## src/rtl/ras_pkg.sv

```systemverilog
// Shared types and helpers for the return-address-stack controller.
package ras_pkg;

    typedef enum logic [1:0] {
        RAS_NONE = 2'd0,
        RAS_PUSH = 2'd1,
        RAS_POP  = 2'd2,
        RAS_REPL = 2'd3
    } ras_op_t;

    function automatic int cnt_w(input int depth);
        return $clog2(depth + 1);
    endfunction

endpackage

```

## src/rtl/ras_ctrl_stack.sv

```systemverilog
// Shift-register LIFO without reset: head at index 0, write/move controls applied together.
module stack #(
    parameter int WIDTH = 16,
    parameter int DEPTH = 10
) (
    input  logic             clk,
    input  logic             i_we,
    input  logic             i_me,
    input  logic             i_md,
    input  logic [WIDTH-1:0] i_data,
    output logic [WIDTH-1:0] o_data
);

    logic [WIDTH-1:0] r_mem [DEPTH];

    // md=0 shifts toward the bottom (push), md=1 toward the head (pop); a head write wins over the shift
    always_ff @(posedge clk) begin
        if (i_me && !i_md) begin
            for (int i = DEPTH - 1; i > 0; i--) begin
                r_mem[i] <= r_mem[i-1];
            end
        end else if (i_me && i_md) begin
            for (int i = 0; i < DEPTH - 1; i++) begin
                r_mem[i] <= r_mem[i+1];
            end
        end
        if (i_we) begin
            r_mem[0] <= i_data;
        end
    end

    assign o_data = r_mem[0];

endmodule

```

## src/rtl/ras_ctrl.sv

```systemverilog
// Return-address-stack controller: decodes call/return hints, drives the stack and
// tracks occupancy with a one-level checkpoint for misprediction recovery.
module ras_ctrl
    import ras_pkg::*;
#(
    parameter int WIDTH = 16,
    parameter int DEPTH = 10,
    parameter int INC   = 4
) (
    input  logic                      clk,
    input  logic                      rst,
    input  logic                      i_call,
    input  logic                      i_ret,
    input  logic [WIDTH-1:0]          i_pc,
    input  logic                      i_stall,
    input  logic                      i_flush,
    input  logic                      i_ckpt,
    input  logic                      i_restore,
    output logic                      o_pred_valid,
    output logic [WIDTH-1:0]          o_pred_addr,
    output logic [cnt_w(DEPTH)-1:0]   o_count,
    output logic                      o_ovf,
    output logic                      o_udf
);

    localparam int            CW   = cnt_w(DEPTH);
    localparam logic [CW-1:0] FULL = CW'(DEPTH);

    logic [CW-1:0]    r_count;
    logic [CW-1:0]    r_ckpt;
    logic             r_ovf;
    logic             r_udf;

    ras_op_t          w_op;
    logic             w_we;
    logic             w_me;
    logic             w_md;
    logic [WIDTH-1:0] w_link;
    logic [WIDTH-1:0] w_top;
    logic [CW-1:0]    w_count_nxt;

    assign w_link = i_pc + WIDTH'(INC);

    always_comb begin
        w_op = RAS_NONE;
        if (!rst && !i_stall && !i_flush && !i_restore) begin
            unique case ({i_call, i_ret})
                2'b10:   w_op = RAS_PUSH;
                2'b01:   w_op = RAS_POP;
                2'b11:   w_op = RAS_REPL;
                default: w_op = RAS_NONE;
            endcase
        end
    end

    // A pop on an empty stack leaves the LIFO alone so live entries are never shifted out of view
    always_comb begin
        w_we        = 1'b0;
        w_me        = 1'b0;
        w_md        = 1'b0;
        w_count_nxt = r_count;
        unique case (w_op)
            RAS_PUSH: begin
                w_we = 1'b1;
                w_me = 1'b1;
                if (r_count != FULL) begin
                    w_count_nxt = r_count + CW'(1);
                end
            end
            RAS_POP: begin
                if (r_count != '0) begin
                    w_me        = 1'b1;
                    w_md        = 1'b1;
                    w_count_nxt = r_count - CW'(1);
                end
            end
            RAS_REPL: begin
                w_we = 1'b1;
                if (r_count == '0) begin
                    w_count_nxt = CW'(1);
                end
            end
            default: ;
        endcase
    end

    always_ff @(posedge clk) begin
        if (rst) begin
            r_count <= '0;
            r_ckpt  <= '0;
            r_ovf   <= 1'b0;
            r_udf   <= 1'b0;
        end else if (i_flush) begin
            r_count <= '0;
        end else if (i_restore) begin
            r_count <= r_ckpt;
        end else begin
            r_count <= w_count_nxt;
            if (!i_stall && i_ckpt) begin
                r_ckpt <= w_count_nxt;
            end
            if (w_op == RAS_PUSH && r_count == FULL) begin
                r_ovf <= 1'b1;
            end
            if (w_op == RAS_POP && r_count == '0) begin
                r_udf <= 1'b1;
            end
        end
    end

    stack #(
        .WIDTH (WIDTH),
        .DEPTH (DEPTH)
    ) u_stack (
        .clk    (clk),
        .i_we   (w_we),
        .i_me   (w_me),
        .i_md   (w_md),
        .i_data (w_link),
        .o_data (w_top)
    );

    assign o_pred_addr  = w_top;
    assign o_pred_valid = (r_count != '0);
    assign o_count      = r_count;
    assign o_ovf        = r_ovf;
    assign o_udf        = r_udf;

endmodule

```

## config.mk

```make
export PLATFORM = sky130hd
export DESIGN_NAME = ras_ctrl
export DESIGN_NICKNAME = d
export VERILOG_FILES = /design/src/rtl/ras_pkg.sv /design/src/rtl/ras_ctrl_stack.sv /design/src/rtl/ras_ctrl.sv
export SDC_FILE = /design/constraint.sdc
export NUM_CORES = 1
export LEC_CHECK = 0
export ABC_CLOCK_PERIOD_IN_PS = 11000
export BUFFER_PORTS_ARGS = -buffer_cell sky130_fd_sc_hd__buf_2
export CAP_MARGIN = 20
export CORE_ASPECT_RATIO = 1.1
export CORE_MARGIN = 5
export CORE_UTILIZATION = 40
export CTS_CLUSTER_SIZE = 12
export DETAILED_ROUTE_END_ITERATION = 8
export PLACE_DENSITY_LB_ADDON = 0.05
export SYNTH_ARGS = -nofsm -noshare
export SYNTH_HDL_FRONTEND = slang
export SYNTH_SLANG_ARGS = --single-unit
```

## constraint.sdc

```tcl
create_clock -name clk -period 11 [get_ports clk]
set_input_delay 1.1 -clock clk [delete_from_list [all_inputs] [get_ports clk]]
set_output_delay 1.1 -clock clk [all_outputs]
set_load 0.02 [all_outputs]
```

* After elaboration in Yosys (flattened, before gate mapping) *
Memories as Yosys holds them, arrays and structs flattened.
Index checks and enable logic that the tools add are counted.
Widths: inputs -> output; s select.

storage, ports and cells
  bits of input ports = 24
  word-level logic and storage cells = 74
  memory bits (writable) = 160
  output and inout bits = 23
  memories = 1
  register bits = 10

memories
  name           depth  bits a word  read ports  clocked after Yosys merged registers in  write ports  line                  source
  u_stack.r_mem  10     16           10          0                                        10           ras_ctrl_stack.sv:14  logic [WIDTH-1:0] r_mem [DEPTH];

cells by class
  bitwise logic cells = 11
  reduce and logical (&&, ||, !) cells = 20
  muxes and demuxes = 27
  $add $sub $neg = 3
  equality and inequality tests = 8

operator list
  kind                   number
  $mux 16                9
  $add 16x3->16 const B  1
  $mux 4                 4
  $pmux 4 s3             1
  $mux 1                 10
  $or 1x1->1             9
  $reduce_and 3->1       3
  $eq 2x2->1 const B     4
  $logic_and 1x1->1      8
  $pmux 2 s3             1
  $logic_not 1->1        5
  $add 4x1->4 const B    1
  $eq 2x1->1 const B     2
  $eq 4x4->1 const B     1
  $logic_not 4->1        1
  $ne 4x4->1 const B     1
  $reduce_bool 4->1      1
  $reduce_or 2->1        2
  $sub 4x1->4 const B    1
  $mux 2                 1
  $not 1->1              2
  $pmux 1 s2             1

* Depth between registers and ports, before layout *
Gate-level depths: netlist of run 1.

  depth in word-level cells = 12
  gate-level depth with buffers = 9
  mapped depth without buffers = 8

* Hierarchy *
A second synthesis of run 1 with hierarchy kept.

second synthesis, totals
  cell total of the unflattened synthesis = 459
  area, all modules = 8141.6 um^2

modules (own cells, without submodules)
  module    sequential area each (um^2)  cells each  times used  area an instance (um^2)
  stack     4804.6                       340         1           7200.7
  ras_ctrl  200.2                        119         1           940.9

* Worst setup path before layout of run 1 *
No wires, ideal clock.

  path kind = input to register
  from = input i_flush
  to = memory u_stack.r_mem[6][4], in the netlist u_stack.r_mem[0][100] (enable)
  setup time = 0.792 ns
  buffers on the path = 0
  arrival time = 11.032 ns
  required time = 10.208 ns
  cell stages on the path = 5
  setup slack = -0.823 ns
  path through = nor4_2 -> nand2_1 -> inv_1 -> ha_1 -> o21ai_0

RTL lines
  item         line                  source
  from (decl)  ras_ctrl.sv:16        input logic i_flush,
  to (decl)    ras_ctrl_stack.sv:14

==> impl_metrics.py, run 1 <==
metrics = {
    "clock_tree": {
        "post-cts-setup-buffer-count": 0,
        "cts_root_buf": "clkbuf_16",
        "cts-buffers-inserted": 17,
        "ctsHoldBuffers": 0,
        "clockBufferDepth": 2,
        "worstSkewPairLatency_ps": 420,
        "numClockSinks": 170,
        "clkSlewWorstSetupHoldPaths_ps": 60,
        "cts_tree": "done",
        "cts_resized": 0,
        "h-tree-depth": 4,
    },
    "timing": {
        "slew_headroom_pct": 26.5,
        "finalSetupViolations": 0,
        "finalHoldViolCount": 0,
        "fin_skew_ps": 9.90,
        "rsz0062_at_grt": "false",
        "fin_crit_sh_pct": 39.3,
        "setup_tns_ps": 0,
        "fin_ws_ps": 6680,
        "fmax_mhz": 231,
        "maxSlewViolCount": 0,
        "min_period_ps": 4320,
        "tightest_slew_ps": 1100,
    },
    "worst_setup_path": {
        "start_kind": "primary input",
        "critPathTopFamily": "buffers and inverters",
        "crit_required_ps": 11040,
        "max_stage_delay_ps": 880,
        "crit_slowest_cell": "buf_4",
        "cp-end-kind": "flop",
        "crit_chain": "buf_2, nor4_2, nand2_1, buf_4, inv_1, ha_1, o21ai_4, buf_4, buf_4",
        "crit_top_cell": "buf_4",
        "path_class": "primary input to flop",
        "critical_path_arrival_ps": 4360,
        "worst-path-buf-inv": 5,
        "path_max_fanout": 81,
    },
    "yosys": {
        "synth.avg_cell_area_um2": 16.8,
        "synth_async_sr_flop_share_pct": 0,
        "synth_fp_nets": 511,
        "yosys-top-cells-area": "edfxtp_1, mux2_4, dfxtp_1",
        "synthCells": 480,
        "yosys_most_used_dff": "edfxtp_1",
        "synth-edff-count": 160,
        "ys_types": 42,
        "seq_area_frac_synth_pct": 62.0,
        "ys_ff_latch": 170,
        "synth_warnings": 0,
        "synth_top_area_cell": "edfxtp_1",
        "synth_area_um2": 8080,
        "synth.top_cell.area_share_pct": 59.5,
    },
    "routing": {
        "ant_nets": 0,
        "first_pass_iters": 4,
        "drc_errors": 0,
        "via_count": 3940,
        "routed_via_density": 5.03,
        "drt_iter0_drc": 183,
        "wl_per_cell_um": 18.4,
        "wl_um": 14400,
    },
    "power_and_ir_drop": {
        "p_sw_share_pct": 21.3,
        "power.leakage_nw": 3.20,
        "p_switching_uw": 281,
        "p_per_area_nw_per_um2": 147,
        "vdd_drop_max_mv": 0.102,
        "clkPwrFrac_pct": 43.1,
        "share_comb_of_total_power_pct": 2.9,
        "p_int_mw": 1.04,
        "fin_total_pwr_mw": 1.32,
        "power_frac_seq_pct": 54.1,
    },
    "placed_design": {
        "dp_hpwl_um": 8710,
        "dp_cells": 748,
        "dp_slack_ps": 6240,
        "port_buffers": 46,
        "place.gp.congestion": 0.816,
        "place_area_um2": 8390,
    },
    "layout": {
        "layout_commonest_cell": "edfxtp_1",
        "area_growth_pct": 11.0,
        "final_area_um2": 8960,
        "finalNonFillerCells": 784,
        "final_nets": 547,
        "drive_gt1_share_pct": 41.8,
        "mostFrequentLayoutCells": "edfxtp_1, mux2_4, buf_2",
    },
    "grt": {
        "overflow": 0,
        "grt_pass1_wl_um": 23200,
        "antenna_found_initial": 3,
        "track_usage_pct": 12.5,
        "grt_pass1_vias": 4161,
        "grt_max_degree": 129,
    },
    "die": {
        "initial_core_util_pct": 40.7,
        "dieWidth_um": 145,
        "pin_count": 47,
        "die_h_um": 159,
        "core_um2": 19900,
        "fp-row-count": 54,
        "dieArea_um2": 23100,
    },
    "hold_path": {
        "hold_class": "flop to flop",
    },
    "run": {
        "max_cap_violations": 0,
    },
    "run_status": {
        "status": "completed",
    },
}
-- final timing paths --
kind	from	end	slack, ps	cells past startpoint
min	u_stack.r_mem[0][142]	u_stack.r_mem[0][158]	450	0
max reg2reg	o_count[0]	u_stack.r_mem[0][75]	7660	8
min reg2reg	u_stack.r_mem[0][142]	u_stack.r_mem[0][158]	450	0
max	i_flush	u_stack.r_mem[0][75]	6680	9
-- final cells by class --
| type | count | area, um^2 |
|---|---|---|
| fill | 1801 | 10900 |
| sequential | 170 | 5000 |
| multi-input combinational | 266 | 2760 |
| clock buffer | 17 | 425 |
| tap | 252 | 315 |
| timing repair buffer | 52 | 295 |
| clock inverter | 15 | 124 |
| inverter | 9 | 33.8 |
| antenna | 3 | 7.51 |
-- registers in the layout, indices dropped and copies added (netlist names) --
signal         flops
r_ckpt             4
o_udf              1
o_ovf              1
o_count            4
u_stack.r_mem    160
-- cell usage after synthesis, types with 8 or more instances --
| library cell | number |
|---|---|
| edfxtp_1 | 160 |
| o21ai_0 | 21 |
| buf_6 | 15 |
| nand2_1 | 34 |
| inv_1 | 8 |
| mux2_2 | 9 |
| mux2_4 | 120 |
| buf_4 | 16 |
| dfxtp_1 | 10 |
| nor2_1 | 13 |
-- logic make-up (layout without fill, tap and decap cells) --
| family | after synthesis | after routing | synth area share [%] |
|---|---|---|---|
| compound gates | 48 | 48 | 3.62 |
| flops | 170 | 170 | 62.0 |
| buf+inv | 44 | 93 | 4.20 |
| simple gates | 68 | 68 | 4.04 |
| mux | 130 | 130 | 23.7 |
| fa+ha+maj | 7 | 7 | 1.08 |
| other cells | 0 | 3 | 0 |
| xor+xnor | 13 | 13 | 1.41 |
-- routing by layer --
layer / up-vias / wire (um) / GRT usage, %
li1: 1887 / - / -
met1: 1982 / 7090 / 17.2
met2: 54 / 6610 / 19.1
met3: 15 / 549 / 4.07
met4: 2 / 167 / 3.56
met5: - / 13 / 0
-- stage by stage --
step,hold WS [ps],util (%)
global route,467,45.1
floorplan,420,-
finish,452,45.1
CTS,452,45.0
detailed placement,436,42.2
global placement,434,42.2
-- power groups by stage --
stage | combinational (mW) | clock (mW) | sequential, mW
final | 0.0376 | 0.567 | 0.712
after global routing | 0.0416 | 0.614 | 0.712
after CTS | 0.0382 | 0.583 | 0.712
after detailed placement | 0.0379 | 0 | 0.726
after global placement | 0.0376 | 0 | 0.726
after floorplan | 0.0232 | 0 | 0.726
No activity file was read; power rests on OpenSTA's default activity.
==> inputs of run 2 (changes only) <==
--- a/config.mk
+++ b/config.mk
@@ -5,7 +5,7 @@
 export SDC_FILE = /design/constraint.sdc
 export NUM_CORES = 1
 export LEC_CHECK = 0
-export ABC_CLOCK_PERIOD_IN_PS = 11000
+export ABC_CLOCK_PERIOD_IN_PS = 3900
 export BUFFER_PORTS_ARGS = -buffer_cell sky130_fd_sc_hd__buf_2
 export CAP_MARGIN = 20
 export CORE_ASPECT_RATIO = 1.1
==> constraint.sdc (replaced) <==
create_clock -name clk -period 3.9 [get_ports clk]
set_input_delay 0.39 -clock clk [delete_from_list [all_inputs] [get_ports clk]]
set_output_delay 0.39 -clock clk [all_outputs]
set_load 0.02 [all_outputs]
==> impl_metrics.py, run 2 (synthesized netlist as in run 1, its figures left out) <==
metrics = {
    "run_status": {
        "status": "completed",
    },
    "layout": {
        "layout_commonest_cell": "edfxtp_1",
        "largest_register": "u_stack.r_mem",
        "largest_reg_flops": 160,
        "drive_gt1_share_pct": 42.2,
        "final_nets": 548,
        "fillerInstances": 1760,
        "multiInputGateArea_um2": 2770,
        "area_growth_pct": 12.5,
        "seq_area_um2": 5000,
        "mostFrequentLayoutCells": "edfxtp_1, mux2_4, buf_2",
    },
    "worst_setup_path": {
        "startpoint": "o_count[0]",
        "critical_path_arrival_ps": 2680,
        "crit-reg2reg-launch": "o_count[0]",
        "path_class": "flop to flop",
        "crit_required_ps": 3940,
        "start_kind": "flop",
        "path_max_fanout": 64,
        "cp-end-kind": "flop",
    },
    "clock_tree": {
        "cts_resized": 0,
        "cts_tree": "done",
        "numClockSinks": 170,
        "clockBufferDepth": 2,
        "worstSkewPairLatency_ps": 420,
        "post-cts-setup-buffer-count": 0,
        "clkSlewWorstSetupHoldPaths_ps": 70,
        "cts_root_buf": "clkbuf_16",
        "cts-buffers-inserted": 17,
        "h-tree-depth": 4,
        "ctsHoldBuffers": 0,
    },
    "grt": {
        "grt_max_degree": 73,
        "track_usage_pct": 12.8,
        "grt_pass1_wl_um": 23500,
        "grt_pass1_vias": 4258,
        "grt.busiest_layer": "met2",
        "overflow": 0,
        "met3_usage_pct": 4.67,
        "use_met1_pct": 17.4,
        "globalRouteMet2Util_pct": 18.9,
        "antenna_found_initial": 8,
    },
    "placed_design": {
        "place.gp.congestion": 0.864,
        "dp_hpwl_um": 8970,
        "port_buffers": 46,
    },
    "timing": {
        "maxSlewViolCount": 0,
        "min_period_ps": 2640,
        "setup_tns_ps": 0,
        "whs_ps": 272,
        "finalSetupViolations": 0,
        "tightest_slew_ps": 856,
        "slew_headroom_pct": 42.9,
        "fmax_mhz": 379,
        "fin_skew_ps": 8.70,
        "finalHoldViolCount": 0,
        "fin_crit_sh_pct": 67.7,
        "rsz0062_at_grt": "false",
    },
    "die": {
        "dieArea_um2": 23100,
        "dieWidth_um": 145,
        "die_h_um": 159,
        "initial_core_util_pct": 40.7,
        "fp-row-count": 54,
        "pin_count": 47,
        "core_um2": 19900,
    },
    "routing": {
        "first_pass_iters": 7,
        "drt_iter0_drc": 176,
        "wl_um": 14700,
        "wl_per_cell_um": 18.7,
        "routed_via_density": 5.09,
        "drc_errors": 0,
        "via_count": 3986,
        "ant_nets": 0,
    },
    "power_and_ir_drop": {
        "power.leakage_nw": 3.25,
        "p_per_area_nw_per_um2": 437,
        "vdd_drop_max_mv": 0.280,
    },
    "hold_path": {
        "hold_class": "primary input to flop",
        "holdCritStartpoint": "rst",
    },
    "run": {
        "max_cap_violations": 0,
    },
}
[run 2: changes by cell type in the layout (fill, tap and decap cells not counted), sizes merged]
cell      change
bufinv        +4
clkinvlp      +1
inv           -3
diode         -1
buf           +1
clkinv        -3
[run 2: metrics by stage]
| step | cell area (um^2) | instances | total power, mW | util [%] | setup slack (ps) |
|---|---|---|---|---|---|
| 2_1_floorplan | 8100 | 480 | 2.11 | - | 51.0 |
| 3_3_place_gp | 8440 | 750 | 2.15 | 42.5 | 1000 |
| 3_5_place_dp | 8440 | 750 | 2.15 | 42.5 | 983 |
| 4_1_cts | 9080 | 781 | 4.02 | 45.7 | 1250 |
| 5_1_grt | 9090 | 783 | 4.11 | 45.8 | 1100 |
| 6_report | 9090 | 783 | 3.97 | 45.8 | 1260 |
[run 2: worst max-delay path, stage by stage (launching register included)]
cell and delay [ps]:
dfxtp_1 500, inv_1 150, ha_1 260, nor3b_4 180, inv_2 100, nand2_2 120, o21ai_4 210, buf_4 700
[run 2: area by class of cell]
cell class / count / area share, %
antenna: 2 / 0.0551
clock buffer: 17 / 4.68
clock inverter: 14 / 2.42
inverter: 9 / 0.372
multi-input combinational: 266 / 30.4
sequential: 170 / 55.1
tap: 252 / 3.47
timing repair buffer: 53 / 3.52
[run 2: worst paths after layout]
path,to,depth (start not counted),slack [ps]
min,o_udf,2,270
max reg2reg,u_stack.r_mem[0][126],7,1260
max,u_stack.r_mem[0][126],7,1260
min reg2reg,u_stack.r_mem[0][159],0,450
[run 2: layer usage]
layer | wire length (um) | up-vias
met4 | 193 | 12
met3 | 691 | 25
met1 | 7160 | 2001
met5 | 76 | -
met2 | 6540 | 69
li1 | - | 1879
[run 2: where the power goes]
group          total (mW)  switching (mW)  internal (mW)
logic               0.106          0.0600         0.0461
registers            2.01          0.0135           1.99
clock network        1.86           0.718           1.14
==> inputs of run 3 (changes only) <==
--- a/config.mk
+++ b/config.mk
@@ -5,7 +5,8 @@
 export SDC_FILE = /design/constraint.sdc
 export NUM_CORES = 1
 export LEC_CHECK = 0
-export ABC_CLOCK_PERIOD_IN_PS = 3900
+export ABC_AREA = 1
+export ABC_CLOCK_PERIOD_IN_PS = 2400
 export BUFFER_PORTS_ARGS = -buffer_cell sky130_fd_sc_hd__buf_2
 export CAP_MARGIN = 20
 export CORE_ASPECT_RATIO = 1.1
==> constraint.sdc (replaced) <==
create_clock -name clk -period 2.4 [get_ports clk]
set_input_delay 0.24 -clock clk [delete_from_list [all_inputs] [get_ports clk]]
set_output_delay 0.24 -clock clk [all_outputs]
set_load 0.02 [all_outputs]
==> impl_metrics.py, run 3 <==
metrics = {
    "yosys": {
        "synth_warnings": 0,
        "yosysMostFrequentCell": "nand2_1",
        "ys_types": 33,
        "synthTopCellsByCount": "nand2_1, edfxtp_1, inv_1",
        "seq_area_frac_synth_pct": 65.1,
        "ys_ff_latch": 170,
        "synth_area_um2": 7680,
        "synth.avg_cell_area_um2": 10.3,
        "synth_fp_nets": 777,
        "synth_top_area_cell": "edfxtp_1",
        "yosys-top-cells-area": "edfxtp_1, nand2_1, o21ai_0",
        "yosys_most_used_dff": "edfxtp_1",
        "synth-edff-count": 160,
        "synthCells": 746,
        "synth_async_sr_flop_share_pct": 0,
        "synth.top_cell.area_share_pct": 62.5,
    },
    "hold_path": {
        "hold_class": "primary input to flop",
        "holdCritStartpoint": "rst",
    },
    "clock_tree": {
        "h-tree-depth": 4,
        "numClockSinks": 170,
        "cts-buffers-inserted": 17,
        "cts_tree": "done",
        "clkSlewWorstSetupHoldPaths_ps": 60,
        "ctsHoldBuffers": 0,
        "clockBufferDepth": 2,
        "post-cts-setup-buffer-count": 0,
        "worstSkewPairLatency_ps": 420,
        "cts_resized": 0,
        "cts_root_buf": "clkbuf_16",
    },
    "timing": {
        "fin_crit_sh_pct": 87.8,
        "setup_tns_ps": 0,
        "min_period_ps": 2110,
        "slew_headroom_pct": 61.3,
        "rsz0062_at_grt": "false",
        "fin_skew_ps": 16.6,
        "finalHoldViolCount": 0,
        "maxSlewViolCount": 0,
        "fmax_mhz": 475,
        "tightest_slew_ps": 581,
        "finalSetupViolations": 0,
    },
    "routing": {
        "wl_per_cell_um": 14.3,
        "drc_errors": 0,
        "drt_iter0_drc": 494,
        "routed_via_density": 4.76,
        "ant_nets": 0,
        "wl_um": 14900,
        "first_pass_iters": 7,
        "via_count": 4950,
    },
    "layout": {
        "mostFrequentLayoutCells": "nand2_1, edfxtp_1, inv_1",
        "fillerInstances": 1804,
        "final_nets": 811,
        "largest_reg_flops": 160,
        "area_growth_pct": 14.2,
        "final_util_pct": 46.1,
        "layout_commonest_cell": "nand2_1",
        "drive_gt1_share_pct": 13.9,
        "finalNonFillerCells": 1040,
        "largest_register": "u_stack.r_mem",
        "num_antenna_cells": 0,
    },
    "power_and_ir_drop": {
        "p_int_mw": 4.96,
        "p_switching_mw": 1.29,
        "share_comb_of_total_power_pct": 2.8,
        "p_per_area_nw_per_um2": 712,
        "p_sw_share_pct": 20.7,
        "power.leakage_nw": 3.58,
        "vdd_drop_max_mv": 0.495,
        "clkPwrFrac_pct": 45.0,
        "power_frac_seq_pct": 52.1,
    },
    "die": {
        "pin_count": 47,
        "initial_core_util_pct": 40.4,
        "dieWidth_um": 142,
        "dieArea_um2": 22100,
        "die_h_um": 155,
        "fp-row-count": 53,
        "core_um2": 19000,
    },
    "worst_setup_path": {
        "startpoint": "o_count[0]",
        "critPathTopFamily": "buffers and inverters",
        "crit_required_ps": 2540,
        "crit-reg2reg-launch": "o_count[0]",
        "crit_slowest_cell": "dfxtp_4",
        "crit_chain": "inv_1, ha_1, nand3_4, nand2_4, nor2_8, buf_12, o21ai_0",
        "cp-end-kind": "flop",
        "max_stage_delay_ps": 380,
        "worst-path-buf-inv": 2,
        "critical_path_arrival_ps": 2250,
        "start_kind": "flop",
        "path_max_fanout": 131,
        "path_class": "flop to flop",
    },
    "run_status": {
        "status": "completed",
    },
    "placed_design": {
        "dp_hpwl_um": 9940,
        "dp_cells": 1008,
        "place.gp.congestion": 0.832,
        "port_buffers": 46,
    },
    "grt": {
        "grt_max_degree": 132,
        "overflow": 0,
        "use_met1_pct": 22.0,
        "track_usage_pct": 14.1,
        "globalRouteMet2Util_pct": 18.9,
        "grt_pass1_vias": 4670,
        "grt_pass1_wl_um": 24600,
        "grt.busiest_layer": "met1",
        "met3_usage_pct": 3.17,
        "antenna_found_initial": 0,
    },
    "run": {
        "max_cap_violations": 0,
    },
}
## run 3: metrics by stage
step                      cell area, um^2  power [mW]  hold WS, ps  worst slack, ps
after floorplan                      7780        3.43          352             2.57
after global placement               8170        3.49          433              253
after detailed placement             8170        3.50          432              174
after CTS                            8770        6.32         87.7              277
after global routing                 8770        6.47          126              157
final                                8770        6.25          110              293
## run 3: kinds of logic (layout without fill, tap and decap cells)
logic type / count (synthesis) / after routing / synth area share [%]
and+or+nand+nor: 296 / 296 / 15.5
DFF: 170 / 170 / 65.1
adders and majority gates: 7 / 7 / 1.14
buffers and inverters: 134 / 181 / 8.45
AOI/OAI and AO/OA: 128 / 128 / 8.52
xor gates and xnor gates: 11 / 11 / 1.25
## run 3: worst paths after layout
| path | endpoint | slack [ps] | cells after the start |
|---|---|---|---|
| setup reg to reg | u_stack.r_mem[0][78] | 290 | 7 |
| hold reg to reg | u_stack.r_mem[0][149] | 450 | 0 |
| setup / recovery | u_stack.r_mem[0][78] | 290 | 7 |
| hold / removal | o_ovf | 110 | 2 |
## run 3: worst register-to-register path, cell delays in order, from the launching register on
cell and delay, ps:
dfxtp_4 380, inv_1 110, ha_1 270, nand3_4 150
nand2_4 100, nor2_8 150, buf_12 380, o21ai_0 300
## run 3: cell type report
| cell class | instances | area [um^2] | area share (%) |
|---|---|---|---|
| clock buffer | 19 | 433 | 4.93 |
| inverter | 86 | 328 | 3.74 |
| tap | 247 | 309 | 3.52 |
| timing repair buffer | 63 | 433 | 4.93 |
| sequential | 170 | 5010 | 57.1 |
| clock inverter | 13 | 166 | 1.90 |
| multi-input combinational | 442 | 2090 | 23.9 |
## run 3: metal layers
layer  vias up  part of all wire (%)
met3        14                   5.1
met4         0                   1.2
li1       2529                     -
met2       123                    42
met1      2284                    52
met5         -                     0
## run 3: power by group through the flow
stage | clock network (mW) | registers, mW | logic [mW]
after floorplan | 0 | 3.32 | 0.113
after global placement | 0 | 3.32 | 0.173
after detailed placement | 0 | 3.32 | 0.179
after CTS | 2.89 | 3.26 | 0.180
after global routing | 3.01 | 3.26 | 0.198
final | 2.81 | 3.26 | 0.177
